$ cat src/rtl/alu_pkg.sv
// Shared definitions for the nibble-serial ALU: opcodes, flag positions, FSM states
// and small opcode-classification helpers.
package alu_pkg;

    localparam logic [3:0] OP_ADD  = 4'h0;
    localparam logic [3:0] OP_ADC  = 4'h1;
    localparam logic [3:0] OP_SUB  = 4'h2;
    localparam logic [3:0] OP_SBC  = 4'h3;
    localparam logic [3:0] OP_CP   = 4'h4;
    localparam logic [3:0] OP_AND  = 4'h5;
    localparam logic [3:0] OP_OR   = 4'h6;
    localparam logic [3:0] OP_XOR  = 4'h7;
    localparam logic [3:0] OP_RL   = 4'h8;
    localparam logic [3:0] OP_RR   = 4'h9;
    localparam logic [3:0] OP_SLA  = 4'hA;
    localparam logic [3:0] OP_SRL  = 4'hB;
    localparam logic [3:0] OP_SWAP = 4'hC;
    localparam logic [3:0] OP_RLC  = 4'hD;
    localparam logic [3:0] OP_RRC  = 4'hE;
    localparam logic [3:0] OP_SRA  = 4'hF;

    localparam int FLAG_Z = 7;
    localparam int FLAG_N = 6;
    localparam int FLAG_H = 5;
    localparam int FLAG_C = 4;

    typedef enum logic [1:0] {
        ST_IDLE = 2'd0,
        ST_RUN  = 2'd1,
        ST_DONE = 2'd2
    } state_t;

    function automatic logic is_arith(input logic [3:0] op);
        return op <= OP_CP;
    endfunction

    function automatic logic is_sub(input logic [3:0] op);
        return (op == OP_SUB) || (op == OP_SBC) || (op == OP_CP);
    endfunction

    // Right-going shifts must start at the top nibble so the shifted-in bit flows downwards.
    function automatic logic msb_first(input logic [3:0] op);
        return (op == OP_RR) || (op == OP_SRL) || (op == OP_RRC) || (op == OP_SRA);
    endfunction

    function automatic logic chain_seed(input logic [3:0] op, input logic carry,
                                        input logic a_msb, input logic a_lsb);
        case (op)
            OP_ADC, OP_SBC, OP_RL, OP_RR: return carry;
            OP_RLC, OP_SRA:               return a_msb;
            OP_RRC:                       return a_lsb;
            default:                      return 1'b0;
        endcase
    endfunction

endpackage

$ cat src/rtl/alu_nibble_serial_if.sv
// Request/response bundle between the register file side (master) and the
// nibble-serial ALU (slave).
interface alu_nibble_serial_if #(
    parameter int WIDTH = 8
);
    logic             start_i;
    logic [3:0]       op_i;
    logic [WIDTH-1:0] a_i;
    logic [WIDTH-1:0] b_i;
    logic             carry_i;
    logic             busy_o;
    logic             done_o;
    logic [WIDTH-1:0] res_o;
    logic [7:0]       flags_o;

    modport master (
        output start_i, op_i, a_i, b_i, carry_i,
        input  busy_o, done_o, res_o, flags_o
    );

    modport slave (
        input  start_i, op_i, a_i, b_i, carry_i,
        output busy_o, done_o, res_o, flags_o
    );
endinterface

$ cat src/rtl/alu4_slice.sv
// Combinational 4-bit ALU slice: one nibble of result plus the bit chained to the
// next nibble (carry/borrow for arithmetic, shifted-out bit for shifts).
module alu4_slice
    import alu_pkg::*;
(
    input  logic [3:0] a,
    input  logic [3:0] b,
    input  logic [3:0] op,
    input  logic       chain_in,
    input  logic       shift_in,
    output logic [3:0] res,
    output logic       chain_out
);
    logic [4:0] sum;
    logic [4:0] diff;

    assign sum  = {1'b0, a} + {1'b0, b} + {4'b0000, chain_in};
    assign diff = {1'b0, a} - {1'b0, b} - {4'b0000, chain_in};

    always_comb begin
        res       = 4'h0;
        chain_out = 1'b0;
        case (op)
            OP_ADD, OP_ADC:         {chain_out, res} = sum;
            OP_SUB, OP_SBC, OP_CP:  {chain_out, res} = diff;
            OP_AND:                 res = a & b;
            OP_OR:                  res = a | b;
            OP_XOR:                 res = a ^ b;
            OP_RL, OP_SLA, OP_RLC: begin
                res       = {a[2:0], shift_in};
                chain_out = a[3];
            end
            OP_RR, OP_SRL, OP_RRC, OP_SRA: begin
                res       = {shift_in, a[3:1]};
                chain_out = a[0];
            end
            OP_SWAP:                res = a;
            default: ;
        endcase
    end
endmodule

$ cat src/rtl/alu_nibble_serial.sv
// Sequential ALU processing one nibble per clock; holds the FSM, nibble counter,
// operand/result registers and flag accumulation around a single alu4_slice.
module alu_nibble_serial
    import alu_pkg::*;
#(
    parameter int WIDTH     = 8,
    parameter int HC_NIBBLE = 0
) (
    input  logic                clk,
    input  logic                rst_n,
    alu_nibble_serial_if.slave  bus
);
    localparam int NIB = WIDTH / 4;
    localparam int CW  = (NIB > 1) ? $clog2(NIB) : 1;
    localparam logic [CW-1:0] LAST = CW'(NIB - 1);

    state_t           state;
    logic [3:0]       op_q;
    logic [WIDTH-1:0] a_q;
    logic [WIDTH-1:0] b_q;
    logic [WIDTH-1:0] res_q;
    logic [7:0]       flags_q;
    logic             busy_q;
    logic             done_q;
    logic [CW-1:0]    cnt;
    logic             link;
    logic             z_acc;
    logic             h_acc;

    logic [CW-1:0]    idx;
    logic [CW-1:0]    a_idx;
    logic [3:0]       a_nib;
    logic [3:0]       b_nib;
    logic [3:0]       slice_res;
    logic             slice_chain;
    logic             z_next;
    logic             h_next;
    logic [7:0]       flags_next;

    assign idx   = msb_first(op_q) ? (LAST - cnt) : cnt;
    assign a_idx = (op_q == OP_SWAP) ? (idx ^ CW'(1)) : idx;
    assign a_nib = a_q[{a_idx, 2'b00} +: 4];
    assign b_nib = b_q[{idx, 2'b00} +: 4];

    // One register carries both the arithmetic carry and the shift bit between nibbles.
    alu4_slice u_slice (
        .a         (a_nib),
        .b         (b_nib),
        .op        (op_q),
        .chain_in  (link),
        .shift_in  (link),
        .res       (slice_res),
        .chain_out (slice_chain)
    );

    assign z_next = z_acc & (slice_res == 4'h0);
    assign h_next = (int'(cnt) == HC_NIBBLE) ? slice_chain : h_acc;

    always_comb begin
        flags_next         = 8'h00;
        flags_next[FLAG_Z] = z_next;
        flags_next[FLAG_N] = is_sub(op_q);
        flags_next[FLAG_H] = is_arith(op_q) ? h_next : (op_q == OP_AND);
        flags_next[FLAG_C] = slice_chain;
    end

    always_ff @(posedge clk) begin
        if (!rst_n) begin
            state   <= ST_IDLE;
            busy_q  <= 1'b0;
            done_q  <= 1'b0;
            res_q   <= '0;
            flags_q <= 8'h00;
            op_q    <= OP_ADD;
            a_q     <= '0;
            b_q     <= '0;
            cnt     <= '0;
            link    <= 1'b0;
            z_acc   <= 1'b1;
            h_acc   <= 1'b0;
        end else begin
            done_q <= 1'b0;
            case (state)
                ST_IDLE, ST_DONE: begin
                    if (bus.start_i) begin
                        op_q   <= bus.op_i;
                        a_q    <= bus.a_i;
                        b_q    <= bus.b_i;
                        link   <= chain_seed(bus.op_i, bus.carry_i, bus.a_i[WIDTH-1], bus.a_i[0]);
                        cnt    <= '0;
                        z_acc  <= 1'b1;
                        h_acc  <= 1'b0;
                        busy_q <= 1'b1;
                        state  <= ST_RUN;
                    end else begin
                        state  <= ST_IDLE;
                    end
                end
                ST_RUN: begin
                    // CP keeps A as its result; only the flags see the difference.
                    res_q[{idx, 2'b00} +: 4] <= (op_q == OP_CP) ? a_nib : slice_res;
                    link  <= slice_chain;
                    z_acc <= z_next;
                    h_acc <= h_next;
                    cnt   <= cnt + CW'(1);
                    if (cnt == LAST) begin
                        flags_q <= flags_next;
                        busy_q  <= 1'b0;
                        done_q  <= 1'b1;
                        state   <= ST_DONE;
                    end
                end
                default: state <= ST_IDLE;
            endcase
        end
    end

    assign bus.busy_o  = busy_q;
    assign bus.done_o  = done_q;
    assign bus.res_o   = res_q;
    assign bus.flags_o = flags_q;
endmodule

$ cat src/flat_wrapper.sv
// flat-port wrapper written by rule: the top's interface ports become plain ports
module alu_nibble_serial_flat import alu_pkg::*;
#(
    parameter int WIDTH     = 8,
    parameter int HC_NIBBLE = 0
)
  (clk, rst_n, bus_start_i, bus_op_i, bus_a_i, bus_b_i, bus_carry_i, bus_busy_o, bus_done_o, bus_res_o, bus_flags_o);
  alu_nibble_serial_if #(.WIDTH(WIDTH)) bus_i ();
  input  logic clk;
  input  logic rst_n;
  input wire logic [$bits(bus_i.start_i)-1:0] bus_start_i;
  input wire logic [$bits(bus_i.op_i)-1:0] bus_op_i;
  input wire logic [$bits(bus_i.a_i)-1:0] bus_a_i;
  input wire logic [$bits(bus_i.b_i)-1:0] bus_b_i;
  input wire logic [$bits(bus_i.carry_i)-1:0] bus_carry_i;
  output wire logic [$bits(bus_i.busy_o)-1:0] bus_busy_o;
  output wire logic [$bits(bus_i.done_o)-1:0] bus_done_o;
  output wire logic [$bits(bus_i.res_o)-1:0] bus_res_o;
  output wire logic [$bits(bus_i.flags_o)-1:0] bus_flags_o;
  assign bus_i.start_i = bus_start_i;
  assign bus_i.op_i = bus_op_i;
  assign bus_i.a_i = bus_a_i;
  assign bus_i.b_i = bus_b_i;
  assign bus_i.carry_i = bus_carry_i;
  assign bus_busy_o = bus_i.busy_o;
  assign bus_done_o = bus_i.done_o;
  assign bus_res_o = bus_i.res_o;
  assign bus_flags_o = bus_i.flags_o;
  alu_nibble_serial #(.WIDTH(WIDTH), .HC_NIBBLE(HC_NIBBLE)) u_core (.clk(clk), .rst_n(rst_n), .bus(bus_i));
endmodule
$ cat config.mk
export PLATFORM = sky130hd
export DESIGN_NAME = alu_nibble_serial_flat
export DESIGN_NICKNAME = d
export VERILOG_FILES = /design/src/rtl/alu_pkg.sv /design/src/rtl/alu_nibble_serial_if.sv /design/src/rtl/alu4_slice.sv /design/src/rtl/alu_nibble_serial.sv /design/src/flat_wrapper.sv
export SDC_FILE = /design/constraint.sdc
export NUM_CORES = 1
export LEC_CHECK = 0
export BUFFER_PORTS_ARGS = -buffer_cell sky130_fd_sc_hd__buf_4
export CAP_MARGIN = 20
export CORE_UTILIZATION = 40
export DETAILED_ROUTE_END_ITERATION = 6
export GPL_TIMING_DRIVEN = 0
export HOLD_SLACK_MARGIN = 0.06
export PLACE_DENSITY = 0.65
export SKIP_LAST_GASP = 1
export SLEW_MARGIN = 5
export SYNTH_ARGS = -nofsm -noshare
export SYNTH_HDL_FRONTEND = slang
export SYNTH_SLANG_ARGS = --single-unit
$ cat constraint.sdc
create_clock -name clk -period 3.9 [get_ports clk]
set_clock_uncertainty 0.05 [all_clocks]
set_input_delay 0 -clock clk [delete_from_list [all_inputs] [get_ports clk]]
set_output_delay 0 -clock clk [all_outputs]
set_load 0.02 [all_outputs]
* Yosys cells after proc, flatten, opt, wreduce, memory -nomap -nowiden
Cells that the tools add are included.
Widths: inputs -> output; s select.
** Storage, ports and cells
- Word-level logic and storage cells :: 98
- Input port bits :: 24
- Register bits :: 40
** Operators by class
- Bitwise gates (word level) :: 5
- $add $sub $neg :: 7
- Muxes and demuxes :: 22
- $lt $le $gt $ge :: 1
- Shift-type cells :: 4
- Equality and inequality tests :: 26
- Reduce and logical (&&, ||, !) cells :: 21
** Operators by type and width (number)
- $eq 4x4->1 const B :: 13
- $pmux 4 s8 :: 1
- $eq 4x3->1 const B :: 4
- $shiftx 8x4->4 :: 2
- $eq 4x2->1 const B :: 3
- $mux 1 :: 10
- $pmux 1 s2 :: 5
- $bwmux 8 :: 1
- $eq 4x1->1 const B :: 2
- $logic_not 4->1 :: 2
- $reduce_and 2->1 :: 4
- $reduce_or 4->1 :: 2
- $shift 4x5->8 const A :: 1
- $shiftx 4x5->8 :: 1
- $reduce_or 2->1 :: 3
- $reduce_or 3->1 :: 2
- $add 4x4->5 :: 1
- $add 5x1->5 :: 1
- $logic_or 1x1->1 :: 5
- $neg 3->5 :: 1
- $sub 4x4->5 :: 1
- $sub 5x1->5 :: 1
- $and 4x4->4 :: 1
- $le 4x3->1 const B :: 1
- other kinds (18) :: 18

* Longest topological paths before layout
Gate-level depths: netlist of run 1.
- Depth after elaboration :: 14
- Depth in mapped cells :: 15
- Depth with buffers taken out :: 15

* Hierarchy
Synthesis of run 1 repeated with hierarchy kept, for this count alone.
** Unflattened totals
- Cell total of the unflattened synthesis :: 381
- Area total of the unflattened synthesis :: 2897.8 sq um
** Modules (own cells, without submodules)
- alu_nibble_serial :: cells each 257, area an instance 2020.7 sq um, instances 1
- alu4_slice :: cells each 124, area an instance 877.1 sq um, instances 1

* Worst setup path before layout of run 1
No wires, ideal clock.
- Path type :: register -> register
- From :: reg u_core.op_q[2]
- To :: reg u_core.res_q[5], in the netlist u_core.bus.res_o[5]
- Required time :: 3.721 ns
- Arrival :: 3.571 ns
- Cell stages (with the launch flop) :: 15
- Setup slack :: 0.151 ns
- Cells stage by stage :: dfxtp_1 -> and2_1 -> o21ai_4 -> xor2_1 -> mux2i_1 -> inv_1 -> fa_1 -> inv_1 -> fa_1 -> a2bb2oi_1 -> a22oi_1 -> o311ai_0 -> o221a_4 -> mux2_2 -> a21oi_2
** Between the ends
- Longest elaborated chain between the ends :: 14
- Elaborated cells between the ends (all ways) :: 41
** Ends and longest elaborated chain
- start: declaration :: RTL line alu_nibble_serial.sv:18 : logic [3:0] op_q;
- start signal: assignment :: RTL line alu_nibble_serial.sv:86 : op_q <= bus.op_i;
- $eq 4x4->1 :: RTL line alu_pkg.sv:43, alu4_slice.sv:23
- $logic_or 1x1->1 (3 in series) :: RTL line alu_pkg.sv:43 : return (op == OP_RR) || (op == OP_SRL) || (op == OP_RRC) || (op == OP_SRA);
- $mux 1 :: RTL line alu_nibble_serial.sv:40 : assign idx = msb_first(op_q) ? (LAST - cnt) : cnt;
- $not 1->1 (no line)
- $mux 1 :: RTL line alu_nibble_serial.sv:41 : assign a_idx = (op_q == OP_SWAP) ? (idx ^ CW'(1)) : idx;
- $shiftx 8x4->4 :: RTL line alu_nibble_serial.sv:42 : assign a_nib = a_q[{a_idx, 2'b00} +: 4];
- $sub 4x4->5 / $add 4x4->5 (equally long branches) :: RTL line alu4_slice.sv:18, alu4_slice.sv:17
- $sub 5x1->5 / $add 5x1->5 (equally long branches) :: RTL line alu4_slice.sv:18, alu4_slice.sv:17
- $pmux 4 s8 :: RTL line alu4_slice.sv:23 : case (op)
- $mux 4 :: RTL line alu_nibble_serial.sv:101 : res_q[{idx, 2'b00} +: 4] <= (op_q == OP_CP) ? a_nib : slice_res;
- $shiftx 4x5->8 :: RTL line alu_nibble_serial.sv:101
- $bwmux 8 * :: RTL line alu_nibble_serial.sv:101
- end signal: indexed assignment :: RTL line alu_nibble_serial.sv:101
- end: declaration :: RTL line alu_nibble_serial.sv:21 : logic [WIDTH-1:0] res_q;
Every way passes the cells marked *; elsewhere a longest branch is shown, timed or not.
A chain may end at the register's enable or synchronous reset.

* Final worst setup path of run 1
- From :: reg u_core.op_q[2]
- To :: reg u_core.res_q[1], in the netlist u_core.bus.res_o[1]
The elaborated chain is that of the path after synthesis.

==> results of run 1 <==
## sequential cells by signal, indices dropped and copies added (netlist names), 2 cells and up
signal              cells
u_core.op_q             4
u_core.b_q              8
u_core.a_q              8
u_core.bus.flags_o      4
u_core.bus.res_o        8
u_core.state            2
## area by class of cell
class | instances | area, um^2 | share of cell area [%]
clock buffers | 6 | 82.58 | 2.419
repair buffers | 63 | 525.5 | 15.40
inverters | 18 | 70.07 | 2.053
clock inverters | 2 | 15.01 | 0.4399
plain buffers | 20 | 97.59 | 2.859
multi-input cells | 244 | 1723 | 50.48
flip-flops and latches | 40 | 803.3 | 23.53
well taps | 77 | 96.34 | 2.823
## placed cells by master (no fill, tap or decap), types with 5 or more instances in the layout
cell type and count:
nand2_1 60, buf_4 47, dfxtp_1 38, a21boi_0 23, dlygate4sd3_1 21, inv_1 16
o21ai_0 15, a21oi_1 14, clkbuf_1 12, ha_1 11, nor2b_1 8, nor2_1 8
nand2b_1 7, and2_1 6, clkbuf_8 6, mux2_2 5, a31oi_1 5, nand3_1 5
## worst max-delay path, cell delays in order, from the launching register on
cell,delay (ns)
dfxtp_2,0.36
and2_2,0.25
o21ai_4,0.24
xor2_4,0.22
mux2i_4,0.31
inv_1,0.11
fa_1,0.38
inv_1,0.13
fa_2,0.47
a2bb2oi_1,0.18
a22oi_1,0.12
o311ai_2,0.32
o221a_4,0.26
mux2_2,0.19
a21oi_1,0.07
## power breakdown
part / switching [mW] / total [mW] / internal [mW]
logic: 0.201 / 0.368 / 0.167
registers: 0.0187 / 0.453 / 0.434
clock network: 0.144 / 0.287 / 0.143
total: 0.364 / 1.11 / 0.744
## cell families after synthesis
| group | count (synthesis) | synth area share [%] |
|---|---|---|
| and+or+nand+nor | 113 | 20.96 |
| AOI/OAI and AO/OA | 96 | 26.36 |
| DFF | 40 | 30.56 |
| buffers and inverters | 39 | 6.352 |
| adders and majority gates | 16 | 8.787 |
| muxes | 10 | 4.441 |
| xor gates and xnor gates | 5 | 2.388 |
| other | 1 | 0.1431 |
## through the flow
stage	instances	area, um^2	setup WS, ns	power (mW)
after detailed placement	437	3005	-0.7382	0.7898
after CTS	467	3351	0.006199	1.102
after global routing	470	3413	-0.01175	1.174
after floorplan	323	2631	0.1506	0.6882
final	470	3413	0.1259	1.108
after global placement	437	3005	-0.6838	0.7861
## metal layers
layer,wire length [um],GRT usage (%),vias to the layer above
li1,-,-,1259
met1,3283,27.79,1164
met2,3451,36.59,87
met3,329,3.082,10
met4,101,6.426,0
met5,0,0,-
## worst max path at each step
stage	slack (ns)	from	cells past startpoint	end
detailed placement	-0.74	u_core.op_q[2]	14	u_core.bus.res_o[1]
CTS	0.006	u_core.op_q[2]	14	u_core.bus.res_o[1]
global route	-0.01	u_core.op_q[2]	14	u_core.bus.res_o[5]
floorplan	0.15	u_core.op_q[2]	14	u_core.bus.res_o[5]
global placement	-0.68	u_core.op_q[1]	14	u_core.bus.res_o[1]
finish	0.13	u_core.op_q[2]	14	u_core.bus.res_o[1]
## timing repair
action,in CTS,in global routing
cloned,0,0
hold buffers,21,0
endpoints found under the hold margin,21,0
setup endpoints to repair,11,9
pin swaps,1,3
gates resized for setup,5,11
buffers inserted,1,4
==> results by group, run 1 <==
Min path
  – Hold path depth: 4
  – Hold Startpoint: bus_start_i
  – Worst Hold End: u_core.a_q[7]
  – Hold Crit Class: primary input to flip-flop

Clock network
  – Num CTS Buffers: 5
  – Sink Count: 40
  – Max clock buf depth: 2
  – CTS tree: built
  – H-tree Lvls: 2
  – Clk_lat worst skew: 0.29 ns
  – CTS clk-pin slew, worst paths: 0.08 ns
  – Clk root buf: clkbuf_8

Timing
  – Period utilization: 96.77%
  – Minimum clock period: 3.774 ns
  – Max Clock Freq: 0.2650 GHz
  – Final Max Tran Viols: 0
  – Final hold vios: 0
  – Final setup vio count: 0
  – Measured slew at the worst slew-check pin: 0.7331 ns
  – Fin Hold WS: 0.09146 ns
  – Setup TNS: 0 ns
  – Max transition margin: 50.61%

Synth
  – Mapped Avg Cell Area: 8.188 um^2
  – Most area-hungry cell type in the Yosys netlist: dfxtp_1
  – Synth top area cells: dfxtp_1 31%, nand2_1 8.6%, a21boi_0 6.6%, ha_1 5.7%, fa_1 3.1%
  – Share of flip-flops with an asynchronous set or reset: 0%
  – Top cells by count, synth: 60 x nand2_1, 40 x dfxtp_1, 23 x a21boi_0, 16 x inv_1, 15 x o21ai_0
  – Synth Flop Type: dfxtp_1
  – Post-synthesis cell count: 320
  – Post-synth top area share: 30.56%
  – Synthesized flop and latch total: 40
  – Post-synth EDFFs: 0
  – Synth warnings: 0
  – Synthesized area: 2620 um^2
  – Distinct cell type count after synthesis: 62
  – Count leader, synth: nand2_1
  – Post-synthesis sequential area ratio: 30.56%

Setup path
  – Reg2reg path depth: 14
  – RR Endpoint: u_core.bus.res_o[1]
  – Setup crit start kind: flip-flop
  – CP max FO: 8
  – Setup CP Type: flip-flop to flip-flop
  – Launch point of the worst reg-to-reg path: u_core.op_q[2]
  – CP Data Required Time: 4.03 ns
  – R2R setup slack: 0.13 ns
  – Setup crit end kind: flip-flop
  – Arr. time, crit path: 3.91 ns

Cells and area
  – FILL cells: 579
  – Nets: 432
  – Share of cells above drive strength 1: 21.88%
  – Synth-to-layout area growth: 30.28%
  – Ant. Diodes: 0
  – Finished Core Util: 53.75%

Run
  – Max-Cap Viols: 0

Placed design
  – Port Buffers: 37
  – RD Place Congestion: 0.8686
  – DP Wirelength: 5255 um

Status
  – Status: finished, final reports clean

Drt
  – Routed WL: 7166 um
  – Vias per std cell: 5.362
  – Post-route ant nets: 0
  – DR vias: 2520
  – Wire per inst: 15.25 um
  – Drt first pass iters: 5
  – DRC Markers: 0
  – Initial DRC Count: 189

Floorplanning
  – Core Rows: 29
  – I/O Pins: 42
  – Core footprint: 6350 um^2
  – Die W: 82.93 um
  – Die height: 82.93 um
  – Die area: 6877 um^2
  – Starting Density: 41.26%

Global route
  – GRT Resource Usage Total: 21.37%
  – Remaining global-route overflow: 0
  – Vias in the first global route: 2405
  – Global-route wire length before repair: 11890 um
  – Antenna violations before repair: 0
  – Largest net degree at the start of global routing: 14

Power
  – IR drop worst, VDD: 0.0002353 V
  – Pwr Density: 324.6 nW/um^2
  – Leak pwr: 1.379 nW
No activity file was read; power rests on OpenSTA's default activity.
==> run 2: changes to the inputs <==
--- a/config.mk
+++ b/config.mk
@@ -11,9 +11,10 @@
 export DETAILED_ROUTE_END_ITERATION = 6
 export GPL_TIMING_DRIVEN = 0
 export HOLD_SLACK_MARGIN = 0.06
-export PLACE_DENSITY = 0.65
+export PLACE_DENSITY = 0.64
 export SKIP_LAST_GASP = 1
 export SLEW_MARGIN = 5
 export SYNTH_ARGS = -nofsm -noshare
 export SYNTH_HDL_FRONTEND = slang
+export SYNTH_HIERARCHICAL = 1
 export SYNTH_SLANG_ARGS = --single-unit
==> run 2 against run 1 <==
The flow now finishes with violations (setup timing); clock power increased by 24%; sequential power decreased by 0.9%; sequential share of layout area decreased by 2.2 points; utilization increased by 1.3 points; total power increased by 5.2%; setup slack got worse by 0.14 ns; largest cell class unchanged; clock-buffer cell count decreased by 1; fmax decreased by 3.6%; first-iteration DRC count increased by 12%.
==> results by group, run 2 <==
Timing
  – RSZ-0062 raised after global routing: yes
  – Final hold vios: 0 (unchanged)
  – Max transition margin: 62.36% (was 50.61%)
  – Max Clock Freq: 0.2554 GHz (was 0.2650 GHz)
  – Worst Slack Setup Final: -0.01552 ns (was 0.1259 ns)
  – Final Max Tran Viols: 0 (unchanged)
  – Period utilization: 100.4% (was 96.77%)
  – Final setup vio count: 2 (was 0)
  – Minimum clock period: 3.916 ns (was 3.774 ns)
  – Setup TNS: -0.01846 ns (was 0 ns)
  – Measured slew at the worst slew-check pin: 0.5612 ns (was 0.7331 ns)

Synth
  – Post-synthesis cell count: 381 (was 320)
  – Synth Area in Adders: 8.117% (was 8.787%)
  – Synth top area cells: dfxtp_1 28%, nand2_1 8.0%, a21oi_1 6.4%, ha_1 6.0%, nor2_1 3.0% (was dfxtp_1 31%, nand2_1 8.6%, a21boi_0 6.6%, ha_1 5.7%, fa_1 3.1%)
  – Share of flip-flops with an asynchronous set or reset: 0% (unchanged)
  – Synth Area in XOR/XNOR: 1.770% (was 2.388%)
  – Post-synth top area share: 27.63% (was 30.56%)
  – Mapped Avg Cell Area: 7.606 um^2 (was 8.188 um^2)
  – Distinct cell type count after synthesis: 66 (was 62)
  – Post-synthesis simple-gate area fraction: 29.88% (was 20.96%)
  – Synthesized flop and latch total: 40 (unchanged)
  – Post-synthesis sequential area ratio: 27.63% (was 30.56%)
  – Post-synth EDFFs: 0 (unchanged)
  – Count leader, synth: nand2_1 (unchanged)
  – Area fraction in compound gates after synthesis: 21.80% (was 26.36%)
  – Main combinational cell family by area after synthesis: simple AND/OR/NAND/NOR gates (was compound AO/OA/AOI/OAI gates)
  – Synthesized area: 2898 um^2 (was 2620 um^2)
  – Synth Flop Type: dfxtp_1 (unchanged)
  – Top cells by count, synth: 62 x nand2_1, 40 x dfxtp_1, 37 x a21oi_1, 23 x nor2_1, 20 x inv_1 (was 60 x nand2_1, 40 x dfxtp_1, 23 x a21boi_0, 16 x inv_1, 15 x o21ai_0)
  – Most area-hungry cell type in the Yosys netlist: dfxtp_1 (unchanged)
  – Synth warnings: 6 (was 0)
  – Mux cell area share after synthesis: 2.807% (was 4.441%)

Power
  – Psw: 0.3801 mW (was 0.3636 mW)
  – Cell-internal power: 0.7855 mW (was 0.7444 mW)
  – IR drop worst, VDD: 0.0002100 V (was 0.0002353 V)
  – Seq pwr share: 38.5% (was 40.8%)
  – Sw frac: 32.61% (was 32.82%)
  – Leak pwr: 1.604 nW (was 1.379 nW)
  – Pwr Density: 306.7 nW/um^2 (was 324.6 nW/um^2)
  – Combinational fraction of design power: 31.0% (was 33.2%)
  – Clock share of power: 30.5% (was 25.9%)

Cells and area
  – Share of cells above drive strength 1: 22.32% (was 21.88%)
  – Synth-to-layout area growth: 31.17% (was 30.28%)
  – Ant. Diodes: 0 (unchanged)
  – Most common cell after layout, fill and taps aside: nand2_1 (unchanged)
  – Most frequent cells in the layout: 62 x nand2_1, 59 x buf_4, 37 x a21oi_1, 37 x dfxtp_1, 23 x nor2_1 (was 60 x nand2_1, 47 x buf_4, 38 x dfxtp_1)
  – Nets: 506 (was 432)
  – Final instance area: 3801 um^2 (was 3413 um^2)

Clock network
  – Clk_lat worst skew: 0.31 ns (was 0.29 ns)
  – Sink Count: 40 (unchanged)
  – CTS tree: built (unchanged)
  – CTS clk-pin slew, worst paths: 0.09 ns (was 0.08 ns)
  – H-tree Lvls: 2 (unchanged)
  – Clk root buf: clkbuf_8 (unchanged)
  – Num CTS Buffers: 5 (unchanged)
  – Max clock buf depth: 2 (unchanged)

Placed design
  – Port Buffers: 37 (unchanged)
  – Placed cell area: 3307 um^2 (was 3005 um^2)
  – DP Wirelength: 5711 um (was 5255 um)
  – RD Place Congestion: 0.9627 (was 0.8686)

Setup path
  – Setup crit end kind: flip-flop (unchanged)
  – CP Data Required Time: 4.04 ns (was 4.03 ns)
  – Delay-heaviest family, CP: simple AND/OR/NAND/NOR gates (was compound AO/OA/AOI/OAI gates)
  – Crit path buffers/inverters: 3 (was 2)
  – Arr. time, crit path: 4.05 ns (was 3.91 ns)
  – Setup CP Type: flip-flop to flip-flop (unchanged)
  – Setup crit start kind: flip-flop (unchanged)
  – CP max FO: 7 (was 8)
  – CP cell instances: buf_6, and3b_2, a211oi_2, or2_4, clkinvlp_4, fa_2, inv_2, ha_2, o21a_1, or3_4, xor2_1, a222oi_1, o21ai_1, and3_1, o21ai_0, nand3_1 (was and2_2, o21ai_4, xor2_4, mux2i_4, inv_1, fa_1, inv_1, fa_2, a2bb2oi_1, a22oi_1, o311ai_2, o221a_4, mux2_2, a21oi_1)
  – Crit-path max cell delay: 0.59 ns (was 0.47 ns)
  – CP max-delay cell: fa_2 (unchanged)

Min path
  – Hold Crit Class: primary input to flip-flop (unchanged)

Global route
  – Largest net degree at the start of global routing: 16 (was 14)
  – Remaining global-route overflow: 0 (unchanged)
  – Vias in the first global route: 2726 (was 2405)
  – Global-route wire length before repair: 12960 um (was 11890 um)
  – Antenna violations before repair: 0 (unchanged)
  – GRT Resource Usage Total: 21.94% (was 21.37%)

Floorplanning
  – I/O Pins: 42 (unchanged)
  – Die height: 87.12 um (was 82.93 um)
  – Core footprint: 6907 um^2 (was 6350 um^2)
  – Die W: 87.12 um (was 82.93 um)
  – Die area: 7589 um^2 (was 6877 um^2)
  – Starting Density: 41.96% (was 41.26%)
  – Core Rows: 30 (was 29)

Drt
  – DRC Markers: 0 (unchanged)
  – Drt first pass iters: 5 (unchanged)
  – DR vias: 2936 (was 2520)
  – WL met2: 3480 um (was 3451 um)
  – Post-route ant nets: 0 (unchanged)
  – Met3 Wirelength: 383 um (was 329 um)
  – Vias per std cell: 5.224 (was 5.362)
  – Initial DRC Count: 212 (was 189)
  – Wire per inst: 13.75 um (was 15.25 um)
  – Top Layer Used: met4 (unchanged)
  – M1 WL: 3735 um (was 3283 um)
  – Routed WL: 7729 um (was 7166 um)

Run
  – Max-Cap Viols: 0 (unchanged)

Status
  – Failing checks: setup timing
  – Status: complete, but fails checks (was finished, final reports clean)
==> run 2: path summary, 6_finish.rpt <==
path                                            start               endpoint  slack, ns  cells after the start
worst max register to register         u_core/op_q[2]    u_core/bus.res_o[7]      -0.02                     16
worst max-delay path                   u_core/op_q[2]    u_core/bus.res_o[7]      -0.02                     16
worst min-delay path                            rst_n    u_core/bus.res_o[0]       0.12                      4
worst min register to register  u_core/bus.flags_o[7]  u_core/bus.flags_o[7]       0.41                      2
==> run 2: cells by family after synthesis <==
| family | Yosys count |
|---|---|
| AO/OA/AOI/OAI | 103 |
| other | 1 |
| adder cells (fa/ha/maj) | 17 |
| AND/OR/NAND/NOR | 162 |
| buffers and inverters | 46 |
| flip-flops | 40 |
| multiplexers | 7 |
| XOR/XNOR | 5 |
==> run 2: worst register-to-register path, stage by stage (launching register included) <==
cell	delay, ns
dfxtp_4	0.38
buf_6	0.14
and3b_2	0.22
a211oi_2	0.28
or2_4	0.22
clkinvlp_4	0.14
fa_2	0.59
inv_2	0.04
ha_2	0.15
o21a_1	0.18
or3_4	0.36
xor2_1	0.16
a222oi_1	0.32
o21ai_1	0.16
and3_1	0.20
o21ai_0	0.11
nand3_1	0.12
==> run 2: layout make-up <==
type                       instances  area [um^2]
tap                               96        120.1
clock buffer                       5        68.82
timing repair buffer              74        608.1
inverter                          20        78.83
multi-input combinational        298         1907
buffer                            26        162.7
fill                             685         3105
clock inverter                     3        46.29
sequential                        40        809.5
==> run 2: power groups by stage <==
| stage | Sequential, mW | Clock, mW | Combinational [mW] |
|---|---|---|---|
| finish | 0.449 | 0.355 | 0.362 |
| global route | 0.453 | 0.382 | 0.401 |
| CTS | 0.451 | 0.366 | 0.343 |
| detailed placement | 0.460 | 0 | 0.319 |
| global placement | 0.459 | 0 | 0.317 |
| floorplan | 0.462 | 0 | 0.225 |
==> run 2: repair_timing <==
action / in CTS / in global routing
gates resized for setup: 13 / 9
pin swaps: 4 / 10
endpoints found under the setup margin: 9 / 5
endpoints found under the hold margin: 20 / 0
setup buffers: 4 / 12
hold buffers: 21 / 0
gates cloned: 0 / 0
==> run 2: layer usage <==
| layer | GRT usage, % | up-vias |
|---|---|---|
| met5 | 0 | - |
| met4 | 7.303 | 0 |
| met3 | 4.645 | 12 |
| met2 | 34.72 | 88 |
| met1 | 29.66 | 1336 |
| li1 | - | 1500 |
==> run 2: metrics by stage <==
stage	total power, mW	utilization [%]	setup slack [ns]	instances	hold slack [ns]
final	1.166	55.04	-0.01552	562	0.1214
after global routing	1.236	55.04	-0.1499	562	0.1414
after CTS	1.160	53.50	0.003718	550	0.1084
after detailed placement	0.7795	47.88	-0.5527	517	0.2061
after global placement	0.7759	47.88	-0.5592	517	0.1969
after floorplan	0.6870	-	0.1766	384	0.08596
